## src/rtl/dma_read_block.sv

```systemverilog
// Source-side engine of the scatter-gather DMA: command FIFO, Avalon-MM burst reads, data FIFO push.
// Optional: define DMA_RD_STALL_CNT_EN to add the rd_stall_count_o waitrequest stall counter.
module dma_read_block #(
    parameter int CMD_FIFO_DEPTH = 32,
    parameter int MAX_BURST      = 16
) (
    input  logic         clk,
    input  logic         reset,
    output logic [31:0]  rd_master_addr_o,
    output logic         rd_master_read_o,
    output logic [10:0]  rd_master_bcount_o,
    input  logic         rd_master_wait_req_i,
    input  logic [255:0] rd_master_data_i,
    input  logic         rd_master_data_valid_i,
    input  logic         dma_rd_fifo_command_req_i,
    input  logic [15:0]  dma_rd_bytes_to_transfer_i,
    input  logic [31:0]  dma_rd_addr_i,
    output logic         dma_rd_fifo_full_o,
    output logic         dma_data_fifo_wr_req_o,
    output logic [255:0] dma_data_o,
    input  logic         dma_data_fifo_almost_full_i,
`ifdef DMA_RD_STALL_CNT_EN
    output logic [31:0]  rd_stall_count_o,
`endif
    output logic         dma_rd_done_o,
    output logic [15:0]  dma_rd_bytes_done_o
);

    localparam int          WIDTHU          = $clog2(CMD_FIFO_DEPTH);
    localparam logic [10:0] MAX_BURST_BEATS = 11'(MAX_BURST);

    typedef enum logic [2:0] {
        IDLE        = 3'd0,
        RD_CMD_FIFO = 3'd1,
        LD_CMD_REG  = 3'd2,
        CHECK       = 3'd3,
        ISSUE       = 3'd4,
        WAIT_DATA   = 3'd5,
        DONE        = 3'd6
    } state_t;

    state_t state, next_state;

    logic [47:0]       cmd_mem [CMD_FIFO_DEPTH];
    logic [WIDTHU-1:0] wr_ptr, rd_ptr;
    logic [WIDTHU:0]   cmd_count;
    logic [47:0]       cmd_q;
    logic              cmd_empty, cmd_full, cmd_push, cmd_pop;

    logic              cmd_rdreq, ld_cmd, issue_start, burst_accept, beat_in;
    logic [15:0]       q_bytes;
    logic [10:0]       q_total_beats;
    logic [10:0]       burst_len;

    logic [15:0]       cmd_bytes;
    logic [31:0]       cmd_addr;
    logic [10:0]       remaining_beats;
    logic [10:0]       beats_issued;
    logic [10:0]       outstanding;

    assign cmd_full           = (cmd_count == (WIDTHU+1)'(CMD_FIFO_DEPTH));
    assign cmd_empty          = (cmd_count == '0);
    assign cmd_push           = dma_rd_fifo_command_req_i & ~cmd_full;
    assign cmd_pop            = cmd_rdreq & ~cmd_empty;
    assign dma_rd_fifo_full_o = cmd_full;

    assign q_bytes       = cmd_q[47:32];
    assign q_total_beats = q_bytes[15:5] + {10'd0, |q_bytes[4:0]};
    assign burst_len     = (remaining_beats > MAX_BURST_BEATS) ? MAX_BURST_BEATS : remaining_beats;

    // Command storage; pushes while full are dropped before reaching here.
    always_ff @(posedge clk) begin
        if (cmd_push) begin
            cmd_mem[wr_ptr] <= {dma_rd_bytes_to_transfer_i, dma_rd_addr_i};
        end
    end

    // Normal-mode FIFO: q is updated one cycle after the read request.
    always_ff @(posedge clk) begin
        if (reset) begin
            wr_ptr    <= '0;
            rd_ptr    <= '0;
            cmd_count <= '0;
            cmd_q     <= '0;
        end else begin
            if (cmd_push) begin
                wr_ptr <= wr_ptr + WIDTHU'(1);
            end
            if (cmd_pop) begin
                rd_ptr <= rd_ptr + WIDTHU'(1);
                cmd_q  <= cmd_mem[rd_ptr];
            end
            case ({cmd_push, cmd_pop})
                2'b10:   cmd_count <= cmd_count + (WIDTHU+1)'(1);
                2'b01:   cmd_count <= cmd_count - (WIDTHU+1)'(1);
                default: cmd_count <= cmd_count;
            endcase
        end
    end

    always_ff @(posedge clk) begin
        if (reset) begin
            state <= IDLE;
        end else begin
            state <= next_state;
        end
    end

    always_comb begin
        next_state = state;
        case (state)
            IDLE:        if (!cmd_empty) next_state = RD_CMD_FIFO;
            RD_CMD_FIFO: next_state = LD_CMD_REG;
            LD_CMD_REG:  next_state = (q_total_beats == '0) ? DONE : CHECK;
            CHECK:       if (!dma_data_fifo_almost_full_i) next_state = ISSUE;
            ISSUE:       if (rd_master_read_o && !rd_master_wait_req_i) next_state = WAIT_DATA;
            WAIT_DATA: begin
                // remaining_beats was already reduced when the burst was accepted.
                if (rd_master_data_valid_i && (outstanding == 11'd1)) begin
                    next_state = (remaining_beats == '0) ? DONE : CHECK;
                end
            end
            DONE:        next_state = IDLE;
            default:     next_state = IDLE;
        endcase
    end

    always_comb begin
        cmd_rdreq    = (state == RD_CMD_FIFO);
        ld_cmd       = (state == LD_CMD_REG);
        issue_start  = (state == CHECK) && !dma_data_fifo_almost_full_i;
        burst_accept = (state == ISSUE) && rd_master_read_o && !rd_master_wait_req_i;
        beat_in      = (state == WAIT_DATA) && rd_master_data_valid_i;
    end

    always_ff @(posedge clk) begin
        if (reset) begin
            cmd_bytes              <= '0;
            cmd_addr               <= '0;
            remaining_beats        <= '0;
            beats_issued           <= '0;
            outstanding            <= '0;
            rd_master_addr_o       <= '0;
            rd_master_read_o       <= 1'b0;
            rd_master_bcount_o     <= '0;
            dma_data_fifo_wr_req_o <= 1'b0;
            dma_data_o             <= '0;
            dma_rd_done_o          <= 1'b0;
            dma_rd_bytes_done_o    <= '0;
        end else begin
            if (ld_cmd) begin
                cmd_bytes       <= q_bytes;
                cmd_addr        <= cmd_q[31:0];
                remaining_beats <= q_total_beats;
                beats_issued    <= '0;
            end
            if (issue_start) begin
                rd_master_addr_o   <= cmd_addr + {16'd0, beats_issued, 5'd0};
                rd_master_bcount_o <= burst_len;
                rd_master_read_o   <= 1'b1;
            end
            if (burst_accept) begin
                rd_master_read_o <= 1'b0;
                outstanding      <= rd_master_bcount_o;
                remaining_beats  <= remaining_beats - rd_master_bcount_o;
                beats_issued     <= beats_issued + rd_master_bcount_o;
            end
            if (beat_in) begin
                outstanding <= outstanding - 11'd1;
                dma_data_o  <= rd_master_data_i;
            end
            dma_data_fifo_wr_req_o <= beat_in;
            dma_rd_done_o          <= (state == DONE);
            if (state == DONE) begin
                dma_rd_bytes_done_o <= cmd_bytes;
            end
        end
    end

`ifdef DMA_RD_STALL_CNT_EN
    // Saturating count of cycles the interconnect held off a pending read.
    always_ff @(posedge clk) begin
        if (reset) begin
            rd_stall_count_o <= '0;
        end else if (rd_master_read_o && rd_master_wait_req_i && (rd_stall_count_o != 32'hFFFF_FFFF)) begin
            rd_stall_count_o <= rd_stall_count_o + 32'd1;
        end
    end
`endif

endmodule

```

## config.mk

```make
export PLATFORM = sky130hd
export DESIGN_NAME = dma_read_block
export DESIGN_NICKNAME = d
export VERILOG_FILES = /design/src/rtl/dma_read_block.sv
export SDC_FILE = /design/constraint.sdc
export NUM_CORES = 2
export LEC_CHECK = 0
export CORE_ASPECT_RATIO = 0.75
export CORE_MARGIN = 5
export CORE_UTILIZATION = 58
export CTS_CLUSTER_DIAMETER = 150
export CTS_CLUSTER_SIZE = 25
export DETAILED_ROUTE_END_ITERATION = 12
export GPL_ROUTABILITY_DRIVEN = 1
export PLACE_DENSITY_LB_ADDON = 0.25
export SLEW_MARGIN = 25
export SYNTH_ARGS = -nofsm -noshare
export SYNTH_HDL_FRONTEND = slang
export SYNTH_SLANG_ARGS = --single-unit
```

## constraint.sdc

```tcl
create_clock -name clk -period 5 [get_ports clk]
set_clock_uncertainty 0.2 [all_clocks]
set_input_delay 1 -clock clk [delete_from_list [all_inputs] [get_ports clk]]
set_output_delay 1 -clock clk [all_outputs]
set_load 0.005 [all_outputs]
```

==> results.md <==
* Outcome: finished clean
* Reg2reg setup slack at 1.36 ns
* Worst Tran Pin Value at 1.12 ns
* Gr usage total at 30.9%
* Setup TNS at 0 ns
* DP Cell Count at 6817
* Hold Vio Cnt, Final at 0
* Slowest cell on the critical path: or4_1
* Worst r2r path cells at 10
* Crit path DAT at 2.53 ns
* Routed Antenna Nets at 0
* IO Count at 629
* Cell area after synthesis at 76700 sq um
* Post-synth EDFFs at 1536
* CTS Hold Bufs at 0
* Reg2reg end: cmd_count[5]
* Placed instance area at 85400 sq um
* Cell Pwr Density at 343 nW/um^2
* Highest Clock Rate at 0.268 GHz
* # port buffers at 628
* Clock slew at reported path FFs at 0.10 ns
* Final worst-path cycle share at 74.5%
* # nets final at 5513
* Maxcap violations at 0
* CTS max path bufs at 3
* FF-to-FF Start: state[0]
* Vias per cell at 6.35
* Layout area overhead at 14.6%
* Cts repair resizes at 0
* Leakage at 26.8 nW
* Max VDD drop at 0.279 mV
* Hold Path Class: flop to flop
* Setup crit end kind: output port
* DR DRC count at 0
* Synth top cells by count: edfxtp_1 (1536), nand2_1 (753), dfxtp_1 (466)
* Syn_area_per_cell at 16.6 sq um
* Crit. Startpoint: cmd_count[0]
* Setup repair after global routing missed its margin: no
* Setup WS post-layout at 1.27 ns
* Synth top area share at 60.1%
* Critical path data required time at 3.80 ns
* CTS tree: built
* Final setup fails at 0
* Largest net degree at the start of global routing at 208
* WS Path Type: flop to output port
* Most used flip-flop cell after synthesis: edfxtp_1
* Ys Warns at 0
* Clock Sinks at 2002
* GRT overflow at 0
* Worst setup path endpoint: dma_rd_fifo_full_o
* FF+latch count, synth at 2002
* Non-Filler Instances at 6989
* Share of async-settable or async-resettable flops after synthesis at 0%
* Proportion of layout cells with a drive suffix above 1 at 16.0%
* Vias in the first global route at 42200
* Area contributors post-synth: edfxtp_1 (60%), mux4_2 (13%), dfxtp_1 (12%), nand2_1 (3.7%), a21oi_1 (2.6%)
* Worst slack at placement at 1.03 ns
* Initial Utilization at 58.5%
* Initial antenna violation count at 15
* Max-slew headroom at 25.5%
* Placer Congestion at 0.971
* Tot Pwr at 30.1 mW
* Unique masters post-synth at 72
* Die extent in x at 430 um
* Top-count cell post-synth: edfxtp_1
* First-pass GRT wire length at 312000 um
* Cells along the critical path: or4_1, nor3b_1, clkdlybuf4s50_1
* Num CTS Buffers at 90
* Core area at 131000 sq um
* Clock Latency Late Sink at 0.74 ns
* Sequential area share after synthesis at 72.3%
* Post-CTS setup buffers at 0
* 1st-iter DRT viols at 6504
* Top cell type by total area after synthesis: edfxtp_1
* Min Tclk post-route at 3.73 ns
* Worst Path Max Fanout at 4
* Post-DP HPWL at 140000 um
* Wire per inst at 31.2 um
* Hold path start: dma_data_o[89]
* Via count at 44400
* Design Area, Final at 87900 sq um
* FP Rows at 115
* CTS root buf: clkbuf_16
* Hold_ws at 0.257 ns
* TritonRoute pass-1 iters at 6
* H-tree levels at 3
* Worst path max stage delay at 0.58 ns
* Util after Layout at 67.0%
* Final Max Tran Viols at 0
* Startpoint types: flop
* Drt total wl at 218000 um
* Syn Inst Count at 4611
* Die area at 140000 sq um
* Post-Syn Nets at 4970
* Vert. Die Dim at 325 um
-- sequential cells by signal, indices dropped and copies added, names as in the netlist --
signal	count
rd_master_addr_o	32
cmd_mem	1536
rd_master_read_o	1
remaining_beats	11
state	3
dma_data_o	256
wr_ptr	5
dma_rd_bytes_done_o	16
dma_data_fifo_wr_req_o	1
dma_rd_done_o	1
rd_ptr	5
rd_master_bcount_o	11
outstanding	11
cmd_count	6
beats_issued	11
cmd_addr	32
cmd_bytes	16
cmd_q	48
-- worst min path at each step --
stage                                    to  slack, ns  depth (start not counted)
floorplan                          cmd_q[0]       0.22                          2
global placement       rd_master_addr_o[10]       0.24                          2
detailed placement                cmd_q[16]       0.24                          2
CTS                          dma_data_o[89]       0.26                          2
global route        dma_rd_bytes_done_o[10]       0.27                          2
finish                       dma_data_o[89]       0.26                          2
-- report_power, final --
| part | switching (mW) | internal [mW] |
|---|---|---|
| clock network | 5.00 | 3.48 |
| logic | 1.71 | 1.60 |
| registers | 0.261 | 18.1 |
-- area by class of cell --
cell class,instances,area (sq um)
clock buffers,148,2490
diodes,17,42.5
flip-flops and latches,2002,55500
multi-input cells,2289,20100
well taps,1755,2200
inverters,37,139
fillers,8863,43400
repair buffers,734,7330
clock inverters,7,93.8
-- cell usage in the layout (no fill, tap or decap), types with 16 or more instances in the layout --
| master | n |
|---|---|
| xnor2_1 | 36 |
| nor2_1 | 93 |
| xor2_1 | 23 |
| o22ai_1 | 50 |
| nor2b_1 | 43 |
| nor2_4 | 34 |
| edfxtp_1 | 1536 |
| dfxtp_1 | 461 |
| buf_12 | 34 |
| o21ai_0 | 33 |
| buf_4 | 71 |
| buf_2 | 40 |
| inv_1 | 37 |
| nand3_1 | 22 |
| mux2_2 | 97 |
| clkdlybuf4s50_1 | 587 |
| ha_1 | 45 |
| nor3_1 | 20 |
| o31ai_1 | 52 |
| nand2_1 | 752 |
| diode_2 | 17 |
| clkbuf_1 | 57 |
| mux4_2 | 432 |
| a21oi_1 | 393 |
| a211oi_1 | 16 |
| clkbuf_16 | 91 |
-- routing by layer --
| metal | vias to the layer above | routed length (um) | track usage (%) |
|---|---|---|---|
| li1 | 18700 | - | - |
| met1 | 22900 | 88300 | 47.8 |
| met2 | 2553 | 96500 | 44.5 |
| met3 | 257 | 26200 | 7.35 |
| met4 | 2 | 7290 | 8.85 |
| met5 | - | 13 | 0 |
-- kinds of logic (layout without fill, tap and decap cells) --
logic type               after synthesis  in the layout  synth area share [%]
multiplexers                         532            532                  14.1
buffers and inverters                320            926                  1.86
XOR/XNOR                              59             59                 0.674
flip-flops                          2002           2002                  72.3
adder cells (fa/ha/maj)               49             49                 0.838
AND/OR/NAND/NOR                     1038           1038                  5.63
other                                  0             17                     0
AO/OA/AOI/OAI                        611            611                  4.55
-- worst max-delay path, delay by kind of cell, from the launching register on --
family,cells,cell delay [ns]
buffers and inverters,1,0.56
and+or+nand+nor,2,0.88
DFF,1,0.36
(Power assumes the default switching activity.)
